==> config.mk <==
export PLATFORM = sky130hd
export DESIGN_NAME = sqrt32_sched
export DESIGN_NICKNAME = d
export VERILOG_FILES = /design/src/rtl/sqrt32_sched.sv
export SDC_FILE = /design/constraint.sdc
export NUM_CORES = 1
export LEC_CHECK = 0
export CAP_MARGIN = 20
export CELL_PAD_IN_SITES_DETAIL_PLACEMENT = 0
export CELL_PAD_IN_SITES_GLOBAL_PLACEMENT = 1
export CORE_AREA = 2 2 116 118
export CTS_CLUSTER_SIZE = 14
export DETAILED_ROUTE_END_ITERATION = 7
export DIE_AREA = 0 0 118 120
export PLACE_DENSITY_LB_ADDON = 0.1
export SLEW_MARGIN = 25
export SYNTH_ARGS = -nofsm -noshare
export SYNTH_HDL_FRONTEND = slang
export SYNTH_SLANG_ARGS = --single-unit
==> constraint.sdc <==
create_clock -name CLK -period 2.8 [get_ports CLK]
set_clock_uncertainty 0.1 [all_clocks]
set_input_delay 0.42 -clock CLK [delete_from_list [all_inputs] [get_ports CLK]]
set_output_delay 0.42 -clock CLK [all_outputs]
set_load 0.01 [all_outputs]
==> src/rtl/sqrt32_sched.sv <==
// rtl/sqrt32_sched.sv - round-robin scheduler sharing one sqrt32 unit among N_REQ requesters
//
// Ports:
//   CLK, RST          clock (rising edge), asynchronous active-low reset
//   req, req_x        per-requester level request and 32-bit operand (requester i at [32i+31:32i])
//   ack               one-hot, one-cycle pulse marking the result for that requester
//   res_y, res_id     result and requester ID, held until the next completion
//   res_err           high with ack when the sqrt32 unit timed out
//   busy              high in every state except IDLE
//   sq_start, sq_x    start pulse and operand to the sqrt32 unit
//   sq_rdy, sq_y      ready flag and result from the sqrt32 unit
module sqrt32_sched #(
    parameter int N_REQ   = 4,
    parameter int IDW     = 2,
    parameter int TIMEOUT = 64
) (
    input  logic                 CLK,
    input  logic                 RST,
    input  logic [N_REQ-1:0]     req,
    input  logic [32*N_REQ-1:0]  req_x,
    output logic [N_REQ-1:0]     ack,
    output logic [15:0]          res_y,
    output logic [IDW-1:0]       res_id,
    output logic                 res_err,
    output logic                 busy,
    output logic                 sq_start,
    output logic [31:0]          sq_x,
    input  logic                 sq_rdy,
    input  logic [15:0]          sq_y
);

    localparam int CW = (TIMEOUT > 2) ? $clog2(TIMEOUT) : 1;

    typedef enum logic [1:0] {
        S_IDLE  = 2'd0,
        S_ISSUE = 2'd1,
        S_WAIT  = 2'd2,
        S_DONE  = 2'd3
    } state_t;

    state_t          r_state;
    state_t          w_next;
    logic [IDW-1:0]  r_last;
    logic [IDW-1:0]  r_cur_id;
    logic [IDW-1:0]  r_res_id;
    logic [15:0]     r_res_y;
    logic [31:0]     r_sq_x;
    logic [CW-1:0]   r_cnt;
    logic            r_err;
    logic            r_rdy_q;
    logic [IDW-1:0]  w_grant_id;
    logic            w_grant_vld;
    logic            w_rdy_rise;
    logic            w_timeout;

    // Search last+1, last+2, ... (mod N_REQ) so the previous winner is checked last.
    always_comb begin
        logic [IDW:0]   w_sum;
        logic [IDW-1:0] w_idx;
        w_grant_vld = 1'b0;
        w_grant_id  = '0;
        w_sum       = '0;
        w_idx       = '0;
        for (int k = 1; k <= N_REQ; k++) begin
            w_sum = {1'b0, r_last} + (IDW+1)'(k);
            if (w_sum >= (IDW+1)'(N_REQ)) begin
                w_sum = w_sum - (IDW+1)'(N_REQ);
            end
            w_idx = w_sum[IDW-1:0];
            if (!w_grant_vld && req[w_idx]) begin
                w_grant_vld = 1'b1;
                w_grant_id  = w_idx;
            end
        end
    end

    // A rdy level left high by the previous operation is not an edge, so it cannot complete this one.
    assign w_rdy_rise = sq_rdy & ~r_rdy_q;
    assign w_timeout  = (r_cnt == CW'(TIMEOUT - 1));

    always_ff @(posedge CLK or negedge RST) begin
        if (!RST) begin
            r_state <= S_IDLE;
        end else begin
            r_state <= w_next;
        end
    end

    always_comb begin
        w_next = r_state;
        case (r_state)
            S_IDLE:  if (w_grant_vld) w_next = S_ISSUE;
            S_ISSUE: w_next = S_WAIT;
            S_WAIT:  if (w_rdy_rise || w_timeout) w_next = S_DONE;
            S_DONE:  w_next = S_IDLE;
            default: w_next = S_IDLE;
        endcase
    end

    always_ff @(posedge CLK or negedge RST) begin
        if (!RST) begin
            r_last   <= IDW'(N_REQ - 1);
            r_cur_id <= '0;
            r_res_id <= '0;
            r_res_y  <= '0;
            r_sq_x   <= '0;
            r_cnt    <= '0;
            r_err    <= 1'b0;
            r_rdy_q  <= 1'b0;
        end else begin
            r_rdy_q <= sq_rdy;
            case (r_state)
                S_IDLE: begin
                    if (w_grant_vld) begin
                        r_sq_x   <= req_x[32*w_grant_id +: 32];
                        r_cur_id <= w_grant_id;
                        r_last   <= w_grant_id;
                    end
                end
                S_ISSUE: begin
                    r_cnt <= '0;
                end
                S_WAIT: begin
                    // Completion is checked first so it wins over a simultaneous timeout.
                    if (w_rdy_rise) begin
                        r_res_y  <= sq_y;
                        r_err    <= 1'b0;
                        r_res_id <= r_cur_id;
                    end else if (w_timeout) begin
                        r_res_y  <= '0;
                        r_err    <= 1'b1;
                        r_res_id <= r_cur_id;
                    end else begin
                        r_cnt <= r_cnt + 1'b1;
                    end
                end
                default: ;
            endcase
        end
    end

    assign ack      = (r_state == S_DONE) ? (N_REQ'(1) << r_cur_id) : '0;
    assign res_err  = (r_state == S_DONE) & r_err;
    assign res_y    = r_res_y;
    assign res_id   = r_res_id;
    assign busy     = (r_state != S_IDLE);
    assign sq_start = (r_state == S_ISSUE);
    assign sq_x     = r_sq_x;

endmodule

==> flow_summary.json <==
{
  "dpl.hpwl_mm": 9.45,
  "h-tree-depth": 3,
  "cts-root-buf": "clkbuf_16",
  "grt_max_degree": 34,
  "r2r-end": "sq_x[18]$_DFFE_PN0P_",
  "wl_per_cell_um": 17.1,
  "grt.busiest_layer": "met2",
  "nNetsFinal": 713,
  "setup.worst_path.class": "flip-flop to flip-flop",
  "n_antenna_cell": 0,
  "ys.flop_type": "dfrtp_1",
  "use_met3_pct": 5.61,
  "pre_cts_ws_ns": 0.150,
  "worstSetupEndpoint": "sq_x[18]$_DFFE_PN0P_",
  "tightest_slew_ns": 0.570,
  "final.setup.tns_ns": 0,
  "portBuffers": 207,
  "period_share_pct": 84.1,
  "finalNonFillerCells": 738,
  "crit_family": "flip-flops",
  "start_util_pct": 27.5,
  "maxSlewViolCount": 0,
  "dpl.cell_count": 721,
  "period_minus_slack_ns": 2.36,
  "synth-edff-count": 0,
  "critical_path.cell_chain": "mux2i_1 > o32ai_1 > a311oi_4 > buf_12 > buf_12 > mux2i_1 > o221ai_1",
  "slowest_delay_ns": 0.61,
  "post-cts-setup-buffers": 0,
  "use_met2_pct": 31.1,
  "n_fill_cell": 1229,
  "place_congestion": 0.792,
  "grt.total_usage_pct": 18.0,
  "synthArstFlopShare_pct": 100,
  "antenna_found_initial": 0,
  "relSlewSlack_pct": 62.0,
  "syn_nets": 506,
  "vias_per_cell": 4.67,
  "dieArea_um2": 14200,
  "met1_usage_pct": 21.4,
  "hold_path.class": "flip-flop to flip-flop",
  "multi_input_area_um2": 1740,
  "rsz0062_at_grt": "no",
  "critPathRequiredTime_ns": 2.89,
  "grt.overflow.total": 0,
  "core_area_um2": 13000,
  "row_count": 42,
  "cts_tree": "done",
  "vias": 3449,
  "worstPathArrival_ns": 2.45,
  "ys_warn_count": 0,
  "ant_nets": 0,
  "status": "complete, no violations",
  "crit_cells": 7,
  "path_max_fanout": 33,
  "clkTransAtPathRegs_ns": 0.06,
  "startpoint": "r_last[1]$_DFFE_PN1P_",
  "timing.fmax_mhz": 425,
  "crit_path_end_kind": "flip-flop",
  "fp.dieH_um": 120,
  "hold_viol": 0,
  "cellLeakagePower_nw": 2.68,
  "grt_pass1_wl_mm": 20.1,
  "max_cap_viol_count": 0,
  "yosys_register_bits": 64,
  "crit_slowest_cell": "dfstp_2",
  "finalWorstSetupSlack_ns": 0.444,
  "syn2layout_area_growth_pct": 71.9,
  "worstReg2RegStart": "r_last[1]$_DFFE_PN1P_",
  "power_density_nw_per_um2": 928,
  "yosysUniqueCellTypes": 39,
  "synth_area_um2": 3570,
  "totalWireLength_mm": 12.6,
  "reg2reg_depth": 7,
  "peakVddDrop_uv": 373,
  "setup_viol": 0,
  "drt-initial-drc-count": 117,
  "ys_seq_area_share_pct": 44.9,
  "cts.sinks": 64,
  "path_buf_inv": 2,
  "synth_cells": 350,
  "clk_latency_ns": 0.33,
  "register_area_um2": 1600,
  "dr.pass1.iters": 4,
  "start_kind": "flip-flop",
  "io_pins": 208,
  "cts_made_buffers": 9,
  "clockBufferDepth": 2,
  "grt_pass1_vias": 3674,
  "layout-drive-gt1-share_pct": 6.41,
  "reg2reg_slack_ns": 0.44,
  "dieWidth_um": 118,
  "drc": 0,
  "synth_area_per_cell_um2": 10.2
}
==> tightest hold or removal path, stage by stage, from the launching register on <==
cell      delay [ns]
dfrtp_1         0.34
nand2_1         0.05
o221ai_1        0.06
==> cells in the final DEF, fill, tap and decap left out, drive strengths merged, types with 2 or more instances in the layout <==
master / count
clkdlybuf4s50: 206
nand2: 75
mux2i: 67
dfrtp: 62
o221ai: 32
o21ai: 24
buf: 15
clkbuf: 13
nor2: 10
inv: 9
a21oi: 5
ha: 5
and3: 3
nand2b: 3
nor3b: 2
and2: 2
nor2b: 2
a31oi: 2
a211oi: 2
o2bb2ai: 2
bufinv: 2
dfstp: 2
==> worst min-delay path by stage <==
stage | end | startpoint | cells past startpoint | slack [ns]
after detailed placement | sq_x[31]$_DFFE_PN0P_ | RST | 1 | 0.24
after floorplan | r_cnt[0]$_DFFE_PN0P_ | RST | 0 | 0.02
after CTS | sq_x[20]$_DFFE_PN0P_ | sq_x[20]$_DFFE_PN0P_ | 2 | 0.39
final | sq_x[25]$_DFFE_PN0P_ | sq_x[25]$_DFFE_PN0P_ | 2 | 0.38
after global placement | sq_x[31]$_DFFE_PN0P_ | RST | 1 | 0.24
after global routing | sq_x[3]$_DFFE_PN0P_ | sq_x[3]$_DFFE_PN0P_ | 2 | 0.40
==> cell usage after synthesis (3+ instances only) <==
cell,n,area share [%]
a21oi_1,5,0.70
inv_1,9,0.94
and3_1,3,0.53
mux2i_1,67,19
o21ai_0,24,3.4
ha_1,5,1.8
dfrtp_1,62,43
o221ai_1,32,7.8
nor2_1,10,1.1
buf_12,6,3.4
clkbuf_1,15,1.6
nand2_1,75,7.9
==> sequential cells by signal, summed over array words and instances (netlist names) <==
register and count:
sq_x 32, res_y 16, r_cnt 6, r_cur_id 2, r_last 2, r_state 2
res_id 2, r_err 1, r_rdy_q 1
==> layout make-up <==
cell class	count	share of cell area [%]
multi-input combinational	251	28.3
timing repair buffer	222	36.3
tap	176	3.58
inverter	9	0.550
clock inverter	3	1.06
clock buffer	13	4.07
sequential	64	26.1
==> timing repair <==
action                    in CTS  in global routing
hold endpoints to repair       9                  0
hold buffers                   1                  0
resized for setup              0                  0
==> stage by stage <==
step                utilization, %  area, um2  total power, W  hold slack (ns)
floorplan                        -       3570         0.00320           0.0244
global placement              44.8       5820         0.00450            0.237
detailed placement            44.8       5820         0.00454            0.239
CTS                           47.3       6140         0.00579            0.387
global route                  47.3       6140         0.00609            0.404
finish                        47.3       6140         0.00570            0.382
==> power breakdown <==
part / internal (W) / switching [W]
sequential: 0.00135 / 0.000241
combinational: 0.00153 / 0.00136
clock: 0.000804 / 0.000410
total: 0.00369 / 0.00201
==> cell families (layout without fill, tap and decap cells) <==
family / after synthesis / after routing / share of synthesized area (%)
AND/OR/NAND/NOR: 104 / 104 / 12.4
flip-flops: 64 / 64 / 44.9
multiplexers: 68 / 68 / 19.1
AO/OA/AOI/OAI: 74 / 74 / 15.0
adder cells (fa/ha/maj): 5 / 5 / 1.75
buffers and inverters: 35 / 247 / 6.90
==> layer usage <==
metal / routed length (um) / share of wire (%) / up-vias
met5: 0 / 0 / -
met4: 160 / 1.3 / 0
met3: 919 / 7.3 / 12
met2: 6070 / 48 / 135
met1: 5460 / 43 / 1618
li1: - / - / 1684
Power figures use the tool's default switching activity.
